### src/rtl/eth_pcs_block_sync.sv
// RX PCS block-lock: clause 49 sync-header lock FSM with gearbox slip requests
// and a saturating invalid-header counter. High-BER monitor built only with ETH_PCS_BLOCK_SYNC_HI_BER_EN.
module eth_pcs_block_sync #(
  parameter int W_SYNC         = 2,
  parameter int SH_CNT_MAX     = 64,
  parameter int SH_INVLD_MAX   = 16,
  parameter int SLIP_WAIT_HDRS = 2,
  parameter int BER_WIN_HDRS   = 19531,
  parameter int BER_THRESH     = 16,
  parameter int W_ERR_CNT      = 16
) (
  input  logic                 i_clk,
  input  logic                 i_reset_n,
  input  logic                 i_clk_en,
  input  logic                 i_grbx_hdr_valid,
  input  logic [W_SYNC-1:0]    i_grbx_hdr,
  input  logic                 i_cnt_clr,
  output logic                 o_grbx_slip,
  output logic                 o_block_lock,
  output logic                 o_hi_ber,
  output logic [W_ERR_CNT-1:0] o_invld_hdr_cnt
);

  localparam logic [1:0] ST_RESET_CNT = 2'd0;
  localparam logic [1:0] ST_TEST_SH   = 2'd1;
  localparam logic [1:0] ST_SLIP      = 2'd2;
  localparam logic [1:0] ST_SLIP_WAIT = 2'd3;

  localparam int W_WAIT = $clog2(SLIP_WAIT_HDRS + 1);

  localparam logic [6:0]        SH_MAX_C    = 7'(SH_CNT_MAX);
  localparam logic [4:0]        INVLD_MAX_C = 5'(SH_INVLD_MAX);
  localparam logic [W_WAIT-1:0] WAIT_LD_C   = W_WAIT'(SLIP_WAIT_HDRS);

  function automatic logic hdr_is_valid(input logic [W_SYNC-1:0] hdr);
    return (hdr == W_SYNC'(2'b01)) || (hdr == W_SYNC'(2'b10));
  endfunction

  logic [1:0]           state_q, state_d;
  logic [6:0]           sh_cnt_q, sh_cnt_d, sh_base_s;
  logic [4:0]           sh_invld_q, sh_invld_d, invld_base_s;
  logic [W_WAIT-1:0]    wait_q, wait_d;
  logic                 lock_q, lock_d;
  logic                 slip_q, slip_d;
  logic [W_ERR_CNT-1:0] err_cnt_q, err_cnt_d;
  logic                 event_s, hdr_ok_s;

  assign event_s  = i_clk_en & i_grbx_hdr_valid;
  assign hdr_ok_s = hdr_is_valid(i_grbx_hdr);

  // Lock FSM; RESET_CNT is transient and evaluates the current event on zeroed counters
  always_comb begin
    state_d      = state_q;
    sh_cnt_d     = sh_cnt_q;
    sh_invld_d   = sh_invld_q;
    wait_d       = wait_q;
    lock_d       = lock_q;
    slip_d       = slip_q;
    sh_base_s    = sh_cnt_q;
    invld_base_s = sh_invld_q;
    if (i_clk_en) begin
      slip_d = 1'b0;
      case (state_q)
        ST_RESET_CNT, ST_TEST_SH: begin
          if (state_q == ST_RESET_CNT) begin
            sh_base_s    = 7'd0;
            invld_base_s = 5'd0;
            wait_d       = '0;
          end else begin
            sh_base_s    = sh_cnt_q;
            invld_base_s = sh_invld_q;
          end
          state_d    = ST_TEST_SH;
          sh_cnt_d   = sh_base_s;
          sh_invld_d = invld_base_s;
          if (i_grbx_hdr_valid) begin
            sh_cnt_d = sh_base_s + 7'd1;
            if (hdr_ok_s) begin
              if (sh_cnt_d == SH_MAX_C) begin
                state_d = ST_RESET_CNT;
                if (invld_base_s == 5'd0) begin
                  lock_d = 1'b1;
                end else begin
                  lock_d = lock_q;
                end
              end else begin
                state_d = ST_TEST_SH;
              end
            end else begin
              sh_invld_d = invld_base_s + 5'd1;
              if ((sh_invld_d == INVLD_MAX_C) || !lock_q) begin
                state_d = ST_SLIP;
                lock_d  = 1'b0;
                slip_d  = 1'b1;
              end else if (sh_cnt_d == SH_MAX_C) begin
                state_d = ST_RESET_CNT;
              end else begin
                state_d = ST_TEST_SH;
              end
            end
          end else begin
            state_d = ST_TEST_SH;
          end
        end
        ST_SLIP: begin
          lock_d  = 1'b0;
          wait_d  = WAIT_LD_C;
          state_d = ST_SLIP_WAIT;
        end
        ST_SLIP_WAIT: begin
          if (i_grbx_hdr_valid) begin
            if (wait_q <= W_WAIT'(1)) begin
              wait_d  = '0;
              state_d = ST_RESET_CNT;
            end else begin
              wait_d = wait_q - W_WAIT'(1);
            end
          end else begin
            wait_d = wait_q;
          end
        end
        default: state_d = ST_RESET_CNT;
      endcase
    end else begin
      state_d = state_q;
    end
  end

  // Saturating invalid-header counter; clear wins and ignores the clock enable
  always_comb begin
    err_cnt_d = err_cnt_q;
    if (i_cnt_clr) begin
      err_cnt_d = '0;
    end else if (event_s && !hdr_ok_s && (err_cnt_q != {W_ERR_CNT{1'b1}})) begin
      err_cnt_d = err_cnt_q + W_ERR_CNT'(1);
    end else begin
      err_cnt_d = err_cnt_q;
    end
  end

  // State and output registers
  always_ff @(posedge i_clk or negedge i_reset_n) begin
    if (!i_reset_n) begin
      state_q    <= ST_RESET_CNT;
      sh_cnt_q   <= 7'd0;
      sh_invld_q <= 5'd0;
      wait_q     <= '0;
      lock_q     <= 1'b0;
      slip_q     <= 1'b0;
      err_cnt_q  <= '0;
    end else begin
      state_q    <= state_d;
      sh_cnt_q   <= sh_cnt_d;
      sh_invld_q <= sh_invld_d;
      wait_q     <= wait_d;
      lock_q     <= lock_d;
      slip_q     <= slip_d;
      err_cnt_q  <= err_cnt_d;
    end
  end

  assign o_grbx_slip     = slip_q;
  assign o_block_lock    = lock_q;
  assign o_invld_hdr_cnt = err_cnt_q;

`ifdef ETH_PCS_BLOCK_SYNC_HI_BER_EN
  localparam int W_BER_CNT = $clog2(BER_THRESH + 1);
  localparam logic [14:0]          BER_WIN_END_C = 15'(BER_WIN_HDRS - 1);
  localparam logic [W_BER_CNT-1:0] BER_THR_C     = W_BER_CNT'(BER_THRESH);

  logic [14:0]          ber_win_q, ber_win_d;
  logic [W_BER_CNT-1:0] ber_cnt_q, ber_cnt_d;
  logic                 hi_ber_q, hi_ber_d;

  // BER window: flag sets early at threshold, is re-evaluated at window end
  always_comb begin
    ber_win_d = ber_win_q;
    ber_cnt_d = ber_cnt_q;
    hi_ber_d  = hi_ber_q;
    if (!lock_q || !lock_d) begin
      ber_win_d = 15'd0;
      ber_cnt_d = '0;
      hi_ber_d  = 1'b0;
    end else if (event_s) begin
      if (!hdr_ok_s && (ber_cnt_q != BER_THR_C)) begin
        ber_cnt_d = ber_cnt_q + W_BER_CNT'(1);
      end else begin
        ber_cnt_d = ber_cnt_q;
      end
      if (ber_cnt_d == BER_THR_C) begin
        hi_ber_d = 1'b1;
      end else begin
        hi_ber_d = hi_ber_q;
      end
      if (ber_win_q == BER_WIN_END_C) begin
        hi_ber_d  = (ber_cnt_d == BER_THR_C);
        ber_win_d = 15'd0;
        ber_cnt_d = '0;
      end else begin
        ber_win_d = ber_win_q + 15'd1;
      end
    end else begin
      ber_win_d = ber_win_q;
    end
  end

  // BER registers
  always_ff @(posedge i_clk or negedge i_reset_n) begin
    if (!i_reset_n) begin
      ber_win_q <= 15'd0;
      ber_cnt_q <= '0;
      hi_ber_q  <= 1'b0;
    end else begin
      ber_win_q <= ber_win_d;
      ber_cnt_q <= ber_cnt_d;
      hi_ber_q  <= hi_ber_d;
    end
  end

  assign o_hi_ber = hi_ber_q;
`else
  assign o_hi_ber = 1'b0;
`endif

endmodule
### config.mk
export PLATFORM = sky130hd
export DESIGN_NAME = eth_pcs_block_sync
export DESIGN_NICKNAME = d
export VERILOG_FILES = /design/src/rtl/eth_pcs_block_sync.sv
export SDC_FILE = /design/constraint.sdc
export NUM_CORES = 1
export LEC_CHECK = 0
export ABC_CLOCK_PERIOD_IN_PS = 2500
export CAP_MARGIN = 5
export CORE_ASPECT_RATIO = 0.6
export CORE_MARGIN = 1
export CORE_UTILIZATION = 50
export DETAILED_ROUTE_END_ITERATION = 6
export PLACE_DENSITY = 0.73
export SYNTH_ARGS = -nofsm -noshare
export SYNTH_HDL_FRONTEND = slang
export SYNTH_SLANG_ARGS = --single-unit
### constraint.sdc
create_clock -name i_clk -period 2.5 [get_ports i_clk]
set_clock_uncertainty 0.2 [all_clocks]
set_input_delay 0.5 -clock i_clk [delete_from_list [all_inputs] [get_ports i_clk]]
set_output_delay 0.5 -clock i_clk [all_outputs]
set_load 0.05 [all_outputs]
==> flow_metrics.py <==
metrics = {
    "synth": {
        "netlist_instances": 238,
        "ys_top_cells_by_area": "dfrtp_1 (40%), o21ai_0 (5.1%), mux2_2 (4.7%)",
        "synth.distinct_cells": 49,
        "synth_warnings": 0,
        "yosysTopAreaCellShare": 0.3956,
        "avgSynthCellArea_sq_um": 9.037,
        "ys_async_sr_fraction": 1.000,
        "synth_nets": 248,
        "synth-seq-cells": 34,
        "yosysTopAreaCell": "dfrtp_1",
        "synth_edf_count": 0,
        "synthFlopType": "dfrtp_1",
        "synth_area_sq_um": 2151,
        "yosysSeqAreaShare": 0.3956,
    },
    "final_layout": {
        "drive_gt1_frac": 0.1530,
        "antenna_cells": 0,
        "layout.nets": 277,
        "final_area_sq_um": 2600,
        "area_growth_syn_to_layout_pct": 20.88,
        "utilization": 0.6308,
        "final_cells": 328,
    },
    "global_route": {
        "antenna_found_initial": 0,
        "grt_util_all_layers": 0.2540,
        "grt_max_degree": 35,
        "grt_pass1_wl_mm": 8.590,
        "grt_pass1_vias": 1685,
        "overflow": 0,
    },
    "sta": {
        "hold_violations": 0,
        "fin_crit_sh": 0.9370,
        "relSlewSlack": 0.6243,
        "fin_crit_ns": 2.342,
        "max_slew.worst_pin.slew_ns": 0.5617,
        "maxSlewViolCount": 0,
        "setup_slack_ns": 0.1575,
        "rsz0062_at_grt": "no",
        "setup_tns_ns": 0,
        "fmax_ghz": 0.4269,
        "final-setup-viol-count": 0,
    },
    "clocking": {
        "post-cts-setup-buffers": 0,
        "clockBufferDepth": 2,
        "cts_tree": "yes",
        "cts_max_level": 2,
        "cts.sinks": 34,
        "cts_hold_buffers": 0,
        "clk_latency_ns": 0.30,
        "clk_pin_slew_worst_paths_ns": 0.07,
        "cts_resized": 0,
        "clock-root-buffer": "clkbuf_8",
        "cts_buffers": 5,
    },
    "detailed_routing": {
        "firstDrtPassIters": 5,
        "drt_iter0_drc": 151,
        "drc": 0,
        "ant_nets": 0,
        "wl_per_cell_microns": 16.19,
        "vias": 1958,
        "post_drt_via_cell_ratio": 5.970,
        "routed_wl_mm": 5.309,
    },
    "die": {
        "start_util": 0.5219,
        "dieHeight_microns": 52.81,
        "io_pins": 26,
        "fp.dieW_microns": 86.67,
        "core_area_sq_um": 4121,
        "dieArea_sq_um": 4577,
        "rows": 18,
    },
    "place": {
        "hpwl_mm": 3.653,
        "dp.cells": 320,
        "place_area_sq_um": 2490,
        "place.port_buffers": 24,
        "place_congestion": 0.8663,
        "place_ws_ns": 0.03042,
    },
    "setup_path": {
        "crit_buf_inv": 1,
        "required_ns": 1.80,
        "path_cells": "clkdlybuf4s50_1",
        "startpoint_type": "flip-flop",
        "slowest_stage": "clkdlybuf4s50_1",
        "path_class": "reg2out",
        "r2r_end": "o_invld_hdr_cnt[14]",
        "r2r_setup_slack_ns": 0.38,
        "r2r_start": "o_invld_hdr_cnt[1]",
        "path_max_fanout": 8,
        "arrival_ns": 1.64,
        "end_kind": "output pin",
        "cpPeakStageDelay_ns": 0.85,
        "crit_family": "buffers and inverters",
        "rr_worst_depth": 4,
    },
    "hold_path": {
        "worstHoldStart": "sh_cnt_q[5]",
        "min_to": "sh_cnt_q[5]",
        "min_path_type": "reg2reg",
        "whs_path_depth": 1,
    },
    "pwr": {
        "total_leakage_power_nw": 1.115,
        "p_per_area_nw_per_um2": 685.3,
        "peakVddDrop_mv": 0.6267,
    },
    "status": {
        "status": "complete, no violations",
    },
    "job": {
        "drv_cap": 0,
    },
}
==> cell type report <==
type	count	area [sq um]
fillers	360	1521
multi-input cells	183	1207
flip-flops and latches	34	850.8
repair buffers	36	330.3
clock buffers	8	110.1
well taps	60	75.07
inverters	7	26.28
==> worst max path at each step <==
stage,to,cells past startpoint,startpoint
2_1_floorplan,o_invld_hdr_cnt[14],5,o_invld_hdr_cnt[0]
3_3_place_gp,o_invld_hdr_cnt[4],6,i_grbx_hdr[1]
3_5_place_dp,o_invld_hdr_cnt[3],6,i_grbx_hdr[1]
4_1_cts,o_invld_hdr_cnt[10],1,o_invld_hdr_cnt[10]
5_1_grt,o_invld_hdr_cnt[6],1,o_invld_hdr_cnt[6]
6_report,o_invld_hdr_cnt[6],1,o_invld_hdr_cnt[6]
==> placed cells by master, fill, tap and decap left out, drive strengths merged, types with 4 or more instances in the layout <==
cell	Yosys	final
a211oi	6	6
a21oi	18	18
and3	5	5
buf	5	12
clkbuf	9	8
clkdlybuf4s50	0	24
dfrtp	34	34
inv	7	7
mux2	9	9
nand2	20	20
nand2b	4	4
nand3	12	12
nand4	9	9
nor2	13	13
nor2b	13	13
o21ai	22	22
o31ai	4	4
o41ai	4	4
or4	4	4
==> metrics by stage <==
| stage | total power [W] | hold WS (ns) |
|---|---|---|
| 2_1_floorplan | 0.001102 | 0.004409 |
| 3_3_place_gp | 0.001264 | 0.2860 |
| 3_5_place_dp | 0.001284 | 0.3008 |
| 4_1_cts | 0.001776 | 0.3104 |
| 5_1_grt | 0.001882 | 0.3620 |
| 6_report | 0.001782 | 0.3194 |
==> report_power, final <==
part           internal (W)  total [W]  switching, W  leakage, nW
Sequential         0.000643   0.000765      0.000122        0.446
Clock              0.000278   0.000493      0.000214       0.0575
Combinational      0.000217   0.000524      0.000308        0.612
Total               0.00114    0.00178      0.000643         1.12
==> synthesized netlist by cell type (all sizes together) (2+ instances only) <==
cell    number
nor2        13
ha           3
mux2i        2
a21oi       18
a211oi       6
buf          5
nand2b       4
xor2         3
nor3         3
clkbuf       9
mux2         9
xnor2        2
o41ai        4
o31ai        4
and3         5
and2         3
nand3       12
or4          4
o21ai       22
nand2       20
a31oi        3
or3          2
and4         3
dfrtp       34
nor2b       13
nand4        9
o22ai        3
inv          7
==> registers in the layout, indices dropped and copies added (netlist names) <==
name / cells
o_block_lock: 1
o_grbx_slip: 1
o_invld_hdr_cnt: 16
sh_cnt_q: 7
sh_invld_q: 5
state_q: 2
wait_q: 2
==> logic make-up (layout without fill, tap and decap cells) <==
logic type               count (synthesis)  after routing  share of synthesized area
buffers and inverters                   21             51                    0.04305
XOR/XNOR                                 5              5                    0.02386
flip-flops                              34             34                     0.3956
AO/OA/AOI/OAI                           68             68                     0.1972
multiplexers                            11             11                    0.05643
AND/OR/NAND/NOR                         95             95                     0.2647
other                                    1              1                   0.001744
adder cells (fa/ha/maj)                  3              3                    0.01745
==> per-layer routing <==
layer  wire (microns)  track usage  vias up  share of wire
met1             2749       0.4024      937           0.52
met3              316      0.05197        9          0.060
met2             2190       0.3399       78           0.41
met4               53      0.06667        0          0.010
li1                 -            -      934              -
met5                0            0        -              0
No activity file was read; power rests on OpenSTA's default activity.
